File: src/rtl/regbus_pkg.sv
// Shared types and constants for the two-master register-bus arbiter.
package regbus_pkg;

    localparam int AW_DEF = 14;
    localparam int DW_DEF = 32;

    localparam logic [31:0] TIMEOUT_DATA = 32'hDEAD_BEEF;

    typedef enum logic [1:0] {
        IDLE   = 2'd0,
        ACCESS = 2'd1,
        RESP   = 2'd2
    } state_e;

endpackage

File: src/rtl/rr_arb2.sv
// Two-way round-robin grant; the pointer remembers which master was served last.
module rr_arb2 (
    input  logic       clk,
    input  logic       rst,
    input  logic [1:0] req,
    input  logic       update,
    input  logic       served,
    output logic [1:0] gnt
);

    logic last_q, last_d;

    always_comb begin
        gnt = req;
        if (req == 2'b11) begin
            gnt = last_q ? 2'b01 : 2'b10;
        end
    end

    always_comb begin
        last_d = last_q;
        if (update) begin
            last_d = served;
        end
    end

    // Pointer starts at m1 so m0 wins the first tie after reset.
    always_ff @(posedge clk or negedge rst) begin
        if (!rst) begin
            last_q <= 1'b1;
        end else begin
            last_q <= last_d;
        end
    end

endmodule

File: src/rtl/regbus_arb.sv
// Round-robin arbiter sharing one Avalon-MM style register bus between two masters,
// with a waitrequest timeout so a hung slave cannot stall either master.
module regbus_arb
    import regbus_pkg::*;
#(
    parameter int AW      = AW_DEF,
    parameter int DW      = DW_DEF,
    parameter int TIMEOUT = 255
) (
    input  logic          clk,
    input  logic          rst,
    input  logic [AW-1:0] m0_addr,
    input  logic          m0_rd,
    input  logic          m0_wr,
    input  logic [DW-1:0] m0_writedata,
    output logic          m0_ready,
    output logic [DW-1:0] m0_readdata,
    output logic          m0_err,
    input  logic [AW-1:0] m1_addr,
    input  logic          m1_rd,
    input  logic          m1_wr,
    input  logic [DW-1:0] m1_writedata,
    output logic          m1_ready,
    output logic [DW-1:0] m1_readdata,
    output logic          m1_err,
    output logic [AW-1:0] s_addr,
    output logic          s_rd,
    output logic          s_wr,
    output logic [DW-1:0] s_writedata,
    input  logic          s_waitrequest,
    input  logic [DW-1:0] s_readdata,
    output logic [1:0]    grant,
    output logic [7:0]    err_cnt
);

    localparam logic [7:0] TO_LIMIT = 8'(TIMEOUT);

    state_e        state_q, state_d;
    logic          owner_q, owner_d;
    logic          err_q, err_d;
    logic [7:0]    to_cnt_q, to_cnt_d;
    logic [7:0]    err_cnt_q, err_cnt_d;
    logic [AW-1:0] s_addr_q, s_addr_d;
    logic          s_rd_q, s_rd_d;
    logic          s_wr_q, s_wr_d;
    logic [DW-1:0] s_wdata_q, s_wdata_d;
    logic [DW-1:0] rdata0_q, rdata0_d;
    logic [DW-1:0] rdata1_q, rdata1_d;

    logic [1:0]    req, arb_gnt;
    logic          arb_update;
    logic          sel_rd, sel_wr;
    logic [AW-1:0] sel_addr;
    logic [DW-1:0] sel_wdata;
    logic          rd_done;
    logic [DW-1:0] rd_value;

    assign req       = {m1_rd | m1_wr, m0_rd | m0_wr};
    assign sel_rd    = arb_gnt[1] ? m1_rd        : m0_rd;
    assign sel_wr    = arb_gnt[1] ? m1_wr        : m0_wr;
    assign sel_addr  = arb_gnt[1] ? m1_addr      : m0_addr;
    assign sel_wdata = arb_gnt[1] ? m1_writedata : m0_writedata;

    rr_arb2 u_rr_arb2 (
        .clk    (clk),
        .rst    (rst),
        .req    (req),
        .update (arb_update),
        .served (owner_q),
        .gnt    (arb_gnt)
    );

    always_ff @(posedge clk or negedge rst) begin
        if (!rst) begin
            state_q   <= IDLE;
            owner_q   <= 1'b0;
            err_q     <= 1'b0;
            to_cnt_q  <= '0;
            err_cnt_q <= '0;
            s_addr_q  <= '0;
            s_rd_q    <= 1'b0;
            s_wr_q    <= 1'b0;
            s_wdata_q <= '0;
            rdata0_q  <= '0;
            rdata1_q  <= '0;
        end else begin
            state_q   <= state_d;
            owner_q   <= owner_d;
            err_q     <= err_d;
            to_cnt_q  <= to_cnt_d;
            err_cnt_q <= err_cnt_d;
            s_addr_q  <= s_addr_d;
            s_rd_q    <= s_rd_d;
            s_wr_q    <= s_wr_d;
            s_wdata_q <= s_wdata_d;
            rdata0_q  <= rdata0_d;
            rdata1_q  <= rdata1_d;
        end
    end

    always_comb begin
        state_d   = state_q;
        owner_d   = owner_q;
        err_d     = err_q;
        to_cnt_d  = to_cnt_q;
        err_cnt_d = err_cnt_q;
        s_addr_d  = s_addr_q;
        s_rd_d    = s_rd_q;
        s_wr_d    = s_wr_q;
        s_wdata_d = s_wdata_q;
        rd_done   = 1'b0;
        rd_value  = s_readdata;
        case (state_q)
            IDLE: begin
                if (|arb_gnt) begin
                    owner_d  = arb_gnt[1];
                    to_cnt_d = '0;
                    err_d    = 1'b0;
                    // Simultaneous rd and wr is rejected without touching the slave.
                    if (sel_rd && sel_wr) begin
                        err_d   = 1'b1;
                        state_d = RESP;
                    end else begin
                        s_addr_d  = sel_addr;
                        s_wdata_d = sel_wdata;
                        s_rd_d    = sel_rd;
                        s_wr_d    = sel_wr;
                        state_d   = ACCESS;
                    end
                end
            end
            ACCESS: begin
                if (!s_waitrequest) begin
                    s_rd_d  = 1'b0;
                    s_wr_d  = 1'b0;
                    rd_done = s_rd_q;
                    state_d = RESP;
                end else if (to_cnt_q == TO_LIMIT) begin
                    s_rd_d   = 1'b0;
                    s_wr_d   = 1'b0;
                    err_d    = 1'b1;
                    rd_done  = s_rd_q;
                    rd_value = DW'(TIMEOUT_DATA);
                    state_d  = RESP;
                    if (err_cnt_q != 8'hFF) begin
                        err_cnt_d = err_cnt_q + 8'd1;
                    end
                end else begin
                    to_cnt_d = to_cnt_q + 8'd1;
                end
            end
            RESP: begin
                state_d = IDLE;
            end
            default: begin
                state_d = IDLE;
            end
        endcase
    end

    always_comb begin
        rdata0_d = rdata0_q;
        rdata1_d = rdata1_q;
        if (rd_done) begin
            if (owner_q) begin
                rdata1_d = rd_value;
            end else begin
                rdata0_d = rd_value;
            end
        end
    end

    always_comb begin
        m0_ready   = (state_q == RESP) && !owner_q;
        m1_ready   = (state_q == RESP) && owner_q;
        m0_err     = m0_ready && err_q;
        m1_err     = m1_ready && err_q;
        arb_update = (state_q == RESP);
        grant      = 2'b00;
        if (state_q != IDLE) begin
            grant = owner_q ? 2'b10 : 2'b01;
        end
    end

    assign s_addr      = s_addr_q;
    assign s_rd        = s_rd_q;
    assign s_wr        = s_wr_q;
    assign s_writedata = s_wdata_q;
    assign m0_readdata = rdata0_q;
    assign m1_readdata = rdata1_q;
    assign err_cnt     = err_cnt_q;

endmodule
File: config.mk
export PLATFORM = sky130hd
export DESIGN_NAME = regbus_arb
export DESIGN_NICKNAME = d
export VERILOG_FILES = /design/src/rtl/regbus_pkg.sv /design/src/rtl/rr_arb2.sv /design/src/rtl/regbus_arb.sv
export SDC_FILE = /design/constraint.sdc
export NUM_CORES = 1
export LEC_CHECK = 0
export BUFFER_PORTS_ARGS = -buffer_cell sky130_fd_sc_hd__buf_2
export CAP_MARGIN = 15
export CORE_ASPECT_RATIO = 2
export CORE_MARGIN = 8
export CORE_UTILIZATION = 45
export CTS_CLUSTER_DIAMETER = 60
export DETAILED_ROUTE_END_ITERATION = 8
export GPL_TIMING_DRIVEN = 0
export MAX_ROUTING_LAYER = met4
export PLACE_DENSITY = 0.76
export SETUP_SLACK_MARGIN = 0.2
export SLEW_MARGIN = 15
export SYNTH_ARGS = -nofsm -noshare
export SYNTH_HDL_FRONTEND = slang
export SYNTH_SLANG_ARGS = --single-unit
File: constraint.sdc
create_clock -name clk -period 4.5 [get_ports clk]
set_input_delay 0.45 -clock clk [delete_from_list [all_inputs] [get_ports clk]]
set_output_delay 0.45 -clock clk [all_outputs]
set_load 0.02 [all_outputs]
# Word-level counts from Yosys, hierarchy flattened
# Cells that the tools add are included.
[totals]
out_inout_bits = 126
elab_cells = 84
input_bits = 131
register_bits = 133
[op_classes]
n_addsub = 2
n_eq_ne = 11
n_bitwise = 4
muxes = 36
reduce_logical = 19
[op_table]
columns = ["cell", "count"]
rows = [
  ["32-bit 2-to-1 mux", 4],
  ["8-bit 2-to-1 mux", 3],
  ["8-bit by 1-bit adder with 8-bit output (second input constant)", 2],
  ["2-bit 2-to-1 mux", 8],
  ["8-bit one-hot mux with 2 select lines", 1],
  ["4-bit AND reduction", 4],
  ["1-bit 2-to-1 mux", 15],
  ["14-bit 2-to-1 mux", 1],
  ["2-bit != test (second input constant)", 5],
  ["8-bit equality test (second input constant)", 1],
  ["8-bit != test (second input constant)", 1],
  ["2-bit AND reduction", 4],
  ["1-bit one-hot mux with 2 select lines", 3],
  ["1-bit logical AND", 5],
  ["2-bit equality test (second input constant)", 2],
  ["2-bit one-hot mux with 2 select lines", 1],
  ["2-bit nonzero test", 2],
  ["3-bit != test (second input constant)", 1],
  ["3-bit AND reduction", 1],
  ["2-bit by 1-bit equality test with 1-bit output (second input constant)", 1],
  ["2-bit logical NOT", 1],
  ["1-bit inverter", 2],
  ["1-bit bitwise OR", 2],
  ["2-bit OR reduction", 1],
  ["1-bit logical NOT", 1],
]

# Logic depth before layout (Yosys ltp)
# Gate-level depths: netlist of the first run.
[depth]
ltp_word = 8
mapped_depth = 7
mapped_depth_nobuf = 5

# By module
# A second synthesis of the first run with hierarchy kept.
[hier_totals]
hier_cells = 514
area_unflattened_um2 = 6022.0
[by_module_without_submodules]
columns = ["mod", "area_per_inst_um2", "instances", "seq_area_each_um2", "cells_per_inst"]
rows = [
  ["regbus_arb", 5960.7, 1, 3303.2, 508],
  ["rr_arb2", 61.3, 1, 26.3, 6],
]

# Worst setup path after synthesis of the first run
# OpenSTA, ideal clock, no wires.
[synth_timing]
kind = "register to register"
from = "reg to_cnt_q[0]"
to = "reg rdata1_q[10] (netlist: m1_readdata[10])"
path_stages_with_launch = 8
path_buffers = 2
synth_period_minus_slack_ns = 1.993
path_slack_ns = 2.507
required_time_ns = 4.375
setup_ns = 0.125
t_arrival_ns = 1.869
cell_sequence = "dfrtp_1 -> ha_1 -> nand3_1 -> o21ai_1 -> and4_1 -> clkbuf_1 -> buf_2 -> mux2_2"
[synth_between]
elab_chain_len = 5
elab_cells_between_ends = 8
classes_between = "eq/ne: 1; mux: 6; reduce/logical: 1"
[synth_lines]
columns = ["item", "line", "text"]
rows = [
  ["start, declared", "regbus_arb.sv:41", "logic [7:0] to_cnt_q, to_cnt_d;"],
  ["start signal, assigned", "regbus_arb.sv:90", "to_cnt_q <= to_cnt_d;"],
  ["8-bit equality test *", "regbus_arb.sv:138", "end else if (to_cnt_q == TO_LIMIT) begin"],
  ["1-bit 2-to-1 mux", "regbus_arb.sv:138", ""],
  ["1-bit 2-to-1 mux", "regbus_arb.sv:133", "if (!s_waitrequest) begin"],
  ["1-bit 2-to-1 mux", "regbus_arb.sv:113", "case (state_q)"],
  ["2-bit AND reduction (no line)", "-", ""],
  ["end signal, assigned", "regbus_arb.sv:97", "rdata1_q <= rdata1_d;"],
  ["end, declared", "regbus_arb.sv:48", "logic [DW-1:0] rdata1_q, rdata1_d;"],
]
# Mark *: on every way between the ends. The rest lies on a longest branch, timed or not.
# A chain may end at the register's enable or synchronous reset.

# Final worst setup path of the first run
[layout_timing]
from = "reg to_cnt_q[0]"
to = "reg rdata0_q[21] (netlist: m0_readdata[21])"
[layout_between]
elab_chain_len = 5
elab_cells_between_ends = 8
classes_between = "eq/ne: 1; mux: 6; reduce/logical: 1"
[layout_lines]
columns = ["item", "line", "text"]
rows = [
  ["8-bit equality test *", "regbus_arb.sv:138", ""],
  ["1-bit 2-to-1 mux", "regbus_arb.sv:138", ""],
  ["1-bit 2-to-1 mux", "regbus_arb.sv:133", ""],
  ["1-bit 2-to-1 mux", "regbus_arb.sv:113", ""],
  ["2-bit AND reduction (no line)", "-", ""],
  ["end signal, assigned", "regbus_arb.sv:96", "rdata0_q <= rdata0_d;"],
  ["end, declared", "regbus_arb.sv:47", "logic [DW-1:0] rdata0_q, rdata0_d;"],
]
# Marked as above.

==> impl_metrics.toml, run 1 <==
[route]
detail_route.wirelength.met1_um = 7430
ant_nets = 0
met3_length_um = 1490
drt-vias-per-instance = 5.32
remaining_drc_errors = 0
drt_pass1_iterations = 5
detail_route.wl_per_cell_um = 18.5
routed-via-count = 5086
dr.max_layer_used = "met4"
met2RoutedLength_um = 8540
detailed_router_s_first_iteration_violation_count = 175
route.final.wire_length_um = 17700

[logic_synthesis]
sequential_area_share_after_synthesis_pct = 55.1
synthesis.instances = 511
post_synth_instance_area_um2 = 6050
register_bit_total_from_synthesis = 133
synth_area_leaders = "dfrtp_1, mux2_2, mux2i_1"
synthesis.yosys.warnings = 0
synth_cell_type_count = 47
netlist.area_leader.share_pct = 54.6
synth-edff-count = 0
async_reset_ff_share_pct = 100
synth_top_flop_cell = "dfrtp_1"
synth_largest_area_cell = "dfrtp_1"
synthesis.area_per_instance_um2 = 11.8
syn-num-nets = 644

[grt]
grt_max_degree = 86
grt_first_pass_wirelength_um = 28700
number_of_antenna_violations_at_the_first_check_in_global_routing = 0
grt_use_total_pct = 21.0
vias_in_the_first_global_route = 5558
grt_overflow = 0

[power_and_ir_drop]
total_power_mw = 5.74
max-vdd-ir-drop_mv = 0.387
power-per-cell-area_nw_per_um2 = 702
p_leak_nw = 4.19

[sta]
hold_violations = 0
timing.setup.tns_ns = 0
grt_setup_unrepaired = "no"
slew_violations = 0
final.period_utilization_pct = 53.1
max_freq_mhz = 418
worst_pin_slew_ns = 0.770
setup-violations-final = 0
final.min_clock_period_ns = 2.39
timing.max_slew.rel_slack_pct = 47.3
worst_clock_skew_ns = 0.00878
final_critical_path_setup_slack_ns = 2.11
timing.hold.ws_ns = 0.329

[setup_path]
rrSetupSlack_ns = 2.11
start_kind = "flop"
crit_required_ns = 4.79
crit_arrival_ns = 2.68
r2r.worst_path.cells = 6
end_kind = "flop"
timing.critical_path.fanout_max = 10
cp_cell_sequence = "ha_1, nand3_1, o21ai_1, nand4_1, clkbuf_1, mux2_2"
rr_endpoint = "m0_readdata[21]$_DFFE_PN0P_"
worst-setup-path-type = "flop to flop"
critical_path.slowest_cell = "dfrtp_1"
timing.critical_path.slowest_cell_delay_ns = 0.41
cp-startpoint = "to_cnt_q[0]$_DFFE_PN0P_"
critical_path_end = "m0_readdata[21]$_DFFE_PN0P_"
crit-reg2reg-launch = "to_cnt_q[0]$_DFFE_PN0P_"

[floorplan]
row_count = 60
floorplan.die.width_um = 98.0
floorplan.io_pins = 257
core_region_area_um2 = 13300
dieArea_um2 = 17600
die_y_um = 180
initial_utilization_pct = 45.5

[cts]
clock_tree.root_cell = "clkbuf_16"
clock_insertion_delay_worst_skew_ns = 0.41
htreeDepth = 4
cts_tree = "yes"
clkSlewWorstSetupHoldPaths_ns = 0.06
cts_repair_resize_count = 0
ctsLongestPathBuffers = 2
cts_buffers = 17
cts.sinks = 133

[cells_and_area]
fillers = 1140
layout_commonest_cell = "buf_2"
antennaDiodeCount = 0
final_cell_mix = "buf_2, dfrtp_1, o21ai_0"
post_route_cells_drive_above_1_share_pct = 46.2
layout.nets = 921
area_delta_synth_final_pct = 35.1
finalInstanceArea_um2 = 8170

[place]
placed_area_um2 = 7550
worst_slack_after_detailed_placement_ns = 1.90
numPortBuffers = 256
gp_congestion = 0.812
dp_hpwl_um = 13300

[status]
run_status = "finished clean"

[worst_hold_path]
holdCritPathClass = "input pin to flop"

[job]
maxCapViolations = 0
## power by group
part	total, mW	switching (mW)	internal [mW]
registers	1.97	0.261	1.71
logic	2.36	1.49	0.870
clock network	1.41	0.562	0.847
total	5.74	2.31	3.42
## metal layers
| metal | GRT usage (%) | up-vias |
|---|---|---|
| met5 | - | - |
| met4 | 6.67 | 0 |
| met3 | 7.35 | 20 |
| met2 | 32.8 | 224 |
| met1 | 24.7 | 2442 |
| li1 | - | 2400 |
## synthesized netlist by cell type (2+ instances only)
cell / number
o21ai_1: 2
mux2_2: 66
a21oi_1: 6
a22o_1: 2
and4_1: 2
nor2_1: 12
buf_6: 2
clkbuf_1: 21
dfrtp_1: 132
o31ai_1: 2
nor3_1: 6
buf_2: 8
nand3_1: 5
o21ai_0: 96
o21a_1: 2
nand2b_1: 29
o21bai_1: 3
ha_1: 2
a211o_1: 2
and2_1: 11
inv_1: 4
mux2i_1: 49
and3_1: 3
nand2_1: 11
nor2b_1: 2
nand4_1: 3
xor2_1: 6
or4_1: 3
## critical path: cells and delay by family, from the launching register on
family / cells / cell delay [ns]
DFF: 1 / 0.41
muxes: 1 / 0.38
adders and majority gates: 1 / 0.24
AOI/OAI and AO/OA: 1 / 0.32
and+or+nand+nor: 2 / 0.50
buffers and inverters: 1 / 0.41
## what timing repair did
item | in CTS | in global routing
endpoints found under the hold margin | 48 | 0
setup buffers | 0 | 0
hold buffers | 1 | 0
## flip-flops by register name (all words and copies together), names as in the netlist
signal,flops
u_rr_arb2.last_q,1
m0_readdata,32
s_addr,14
s_writedata,32
to_cnt_q,8
s_rd,1
m1_readdata,32
owner_q,1
state_q,2
s_wr,1
err_q,1
err_cnt,8
## through the flow
step | cells | utilization [%]
floorplan | 511 | -
global placement | 922 | 56.6
detailed placement | 923 | 56.9
CTS | 956 | 61.5
global route | 956 | 61.5
finish | 956 | 61.5
## cells by family (layout without fill, tap and decap cells)
family	Yosys count	count (layout)	share of synthesized area (%)
AND/OR/NAND/NOR	95	95	9.31
buffers and inverters	36	326	2.65
XOR/XNOR	6	6	0.869
flip-flops	133	133	55.1
adder cells (fa/ha/maj)	2	2	0.414
multiplexers	115	115	20.4
AO/OA/AOI/OAI	124	124	11.3
## area by class of cell
cell class	count	area (um^2)	share of cell area [%]
buffer	32	145	1.78
clock buffer	18	439	5.38
clock inverter	14	164	2.01
inverter	4	15.0	0.184
multi-input combinational	342	2560	31.3
sequential	133	3330	40.8
tap	155	194	2.37
timing repair buffer	258	1330	16.2
## how the worst min path moves through the flow
stage | start | cells after the start | end | slack (ns)
after global routing | m1_writedata[12] | 3 | s_writedata[12]$_DFFE_PN0P_ | 0.33
after detailed placement | rst | 1 | s_writedata[15]$_DFFE_PN0P_ | 0.42
final | m1_addr[12] | 3 | s_addr[12]$_DFFE_PN0P_ | 0.33
after global placement | err_q$_DFFE_PN0P_ | 1 | err_q$_DFFE_PN0P_ | 0.48
after floorplan | rst | 0 | err_cnt[0]$_DFFE_PN0P_ | 0.15
after CTS | m1_addr[2] | 3 | s_addr[2]$_DFFE_PN0P_ | 0.31
No activity file was read; power rests on OpenSTA's default activity.
==> run 2: changes to the inputs <==
--- a/config.mk
+++ b/config.mk
@@ -9,7 +9,7 @@
 export CAP_MARGIN = 15
 export CORE_ASPECT_RATIO = 2
 export CORE_MARGIN = 8
-export CORE_UTILIZATION = 45
+export CORE_UTILIZATION = 43
 export CTS_CLUSTER_DIAMETER = 60
 export DETAILED_ROUTE_END_ITERATION = 8
 export GPL_TIMING_DRIVEN = 0
==> constraint.sdc (replaced) <==
create_clock -name clk -period 2.09 [get_ports clk]
set_input_delay 0.209 -clock clk [delete_from_list [all_inputs] [get_ports clk]]
set_output_delay 0.209 -clock clk [all_outputs]
set_load 0.02 [all_outputs]
==> run 2 against run 1 <==
Net effect:
- critical endpoint is now m0_readdata[14]$_DFFE_PN0P_
- utilization rose by 2.7 points
- worst hold slack lost 0.25 ns
- cell count increased by 6.5%
- sequential power is 120% higher
- wire length increased by 7.1%
- via count grew 2.3%
- non-clock buffer count rose by 26
- first-iteration DRC count fell by 41%
==> impl_metrics.toml, run 2 (synthesis results as in run 1) <==
[setup_path]
worst-setup-path-type = "flop to flop"
timing.critical_path.fanout_max = 5
timing.critical_path.slowest_cell_delay_ns = 0.58
crit_top_cell = "buf_8"
cell_family_with_the_largest_share_of_critical_path_delay = "simple AND/OR/NAND/NOR gates"
cp_cell_sequence = "ha_4, nand2_2, or4_4, buf_8, buf_8, and2_4, mux2_4"
critical_path.slowest_cell = "or4_4"
crit_required_ns = 2.38
start_kind = "flop"
end_kind = "flop"
crit_arrival_ns = 2.29
rrSetupSlack_ns = 0.09
sum_of_buffers_and_inverters_on_the_critical_path = 2

[cts]
htreeDepth = 4
clock_insertion_delay_worst_skew_ns = 0.41
clock_tree.root_cell = "clkbuf_16"
ctsLongestPathBuffers = 2
cts_buffers = 17
clkSlewWorstSetupHoldPaths_ns = 0.06
cts.sinks = 133
cts_tree = "yes"

[place]
dpl.cell_count = 957
gp_congestion = 0.852
numPortBuffers = 256
placed_area_um2 = 7640
dp_hpwl_um = 14200
worst_slack_after_detailed_placement_ns = -0.237

[sta]
timing.setup.tns_ns = 0
final.min_clock_period_ns = 2.00
final_critical_path_setup_slack_ns = 0.0945
hold_violations = 0
grt_setup_unrepaired = "yes"
setup-violations-final = 0
worst_pin_slew_ns = 0.766
timing.hold.ws_ns = 0.0744
timing.max_slew.rel_slack_pct = 49.0
worst_clock_skew_ns = 0.00670
slew_violations = 0
max_freq_mhz = 501
final.period_utilization_pct = 95.5

[power_and_ir_drop]
power_frac_seq_pct = 32.7
p_int_mw = 8.04
total_power_mw = 13.0
comb_power_share_pct = 41.7
power_switching_share_pct = 38.2
netSwitchingPower_mw = 4.98
clockPowerShare_pct = 25.5
power-per-cell-area_nw_per_um2 = 1470
p_leak_nw = 4.52
max-vdd-ir-drop_mv = 1.03

[cells_and_area]
utilization_pct = 64.2
finalInstanceArea_um2 = 8870
final-instance-count-excl-fill = 1018
final_cell_mix = "buf_2, dfrtp_1, o21ai_0"
area_delta_synth_final_pct = 46.7
layout_commonest_cell = "buf_2"
layout.nets = 947
post_route_cells_drive_above_1_share_pct = 53.2

[floorplan]
initial_utilization_pct = 43.8
die_y_um = 184
core_region_area_um2 = 13800
dieArea_um2 = 18300
floorplan.io_pins = 257
row_count = 61
floorplan.die.width_um = 99.8

[route]
routed-via-count = 5203
detailed_router_s_first_iteration_violation_count = 104
route.final.wire_length_um = 18900
drt-vias-per-instance = 5.11
remaining_drc_errors = 0
drt_pass1_iterations = 4
ant_nets = 0
detail_route.wl_per_cell_um = 18.6

[grt]
grt_most_used_layer = "met2"
grt_use_total_pct = 20.6
grt_util_met2_pct = 37.2
met1_usage_pct = 18.8
grt_first_pass_wirelength_um = 28300
grt_overflow = 0
number_of_antenna_violations_at_the_first_check_in_global_routing = 2
global_route.usage.met3_pct = 6.41
vias_in_the_first_global_route = 5657
grt_max_degree = 83

[status]
run_status = "finished clean"

[job]
maxCapViolations = 0

[worst_hold_path]
holdCritPathClass = "input pin to flop"
==> run 2: layout make-up <==
| cell class | instances | area (um^2) |
|---|---|---|
| fillers | 1118 | 4940 |
| flip-flops and latches | 133 | 3340 |
| repair buffers | 284 | 1590 |
| well taps | 189 | 236 |
| clock inverters | 12 | 200 |
| plain buffers | 32 | 307 |
| multi-input cells | 342 | 2710 |
| inverters | 4 | 15.0 |
| diodes | 2 | 5.00 |
| clock buffers | 20 | 467 |
==> run 2: path summary, 6_finish.rpt <==
check / start / endpoint / depth (start not counted)
max: to_cnt_q[1]$_DFFE_PN0P_ / m0_readdata[14]$_DFFE_PN0P_ / 7
min: m1_addr[6] / s_addr[6]$_DFFE_PN0P_ / 3
max reg2reg: to_cnt_q[1]$_DFFE_PN0P_ / m0_readdata[14]$_DFFE_PN0P_ / 7
min reg2reg: s_writedata[14]$_DFFE_PN0P_ / s_writedata[14]$_DFFE_PN0P_ / 2
max in group asynchronous: rst / s_writedata[15]$_DFFE_PN0P_ / 3
min in group asynchronous: rst / s_writedata[30]$_DFFE_PN0P_ / 2
==> run 2: worst min-delay path, delay by kind of cell <==
family | cells | cell delay, ns
muxes | 1 | 0.05
AOI/OAI and AO/OA | 1 | 0.10
buffers and inverters | 1 | 0.08
==> run 2: what timing repair did <==
| action | 4_1_cts | 5_1_grt |
|---|---|---|
| setup buffers | 13 | 9 |
| gates cloned | 0 | 4 |
| hold buffers | 1 | 0 |
| endpoints found under the hold margin | 80 | 0 |
| pin swaps | 5 | 12 |
| gates resized for setup | 52 | 43 |
| setup endpoints to repair | 121 | 90 |
==> run 2: power groups by stage <==
stage	clock [mW]	combinational, mW	sequential, mW
finish	3.32	5.44	4.26
global route	3.50	5.84	4.40
CTS	3.39	5.29	4.24
detailed placement	0	5.11	4.28
global placement	0	5.02	4.24
floorplan	0	1.89	5.50
==> run 2: per-layer routing <==
layer / vias to the layer above / part of all wire, % / wire length [um]
met2: 221 / 55 / 10500
met4: 0 / 3.2 / 603
met3: 35 / 7.1 / 1340
li1: 2447 / - / -
met5: - / 0 / 0
met1: 2500 / 34 / 6530
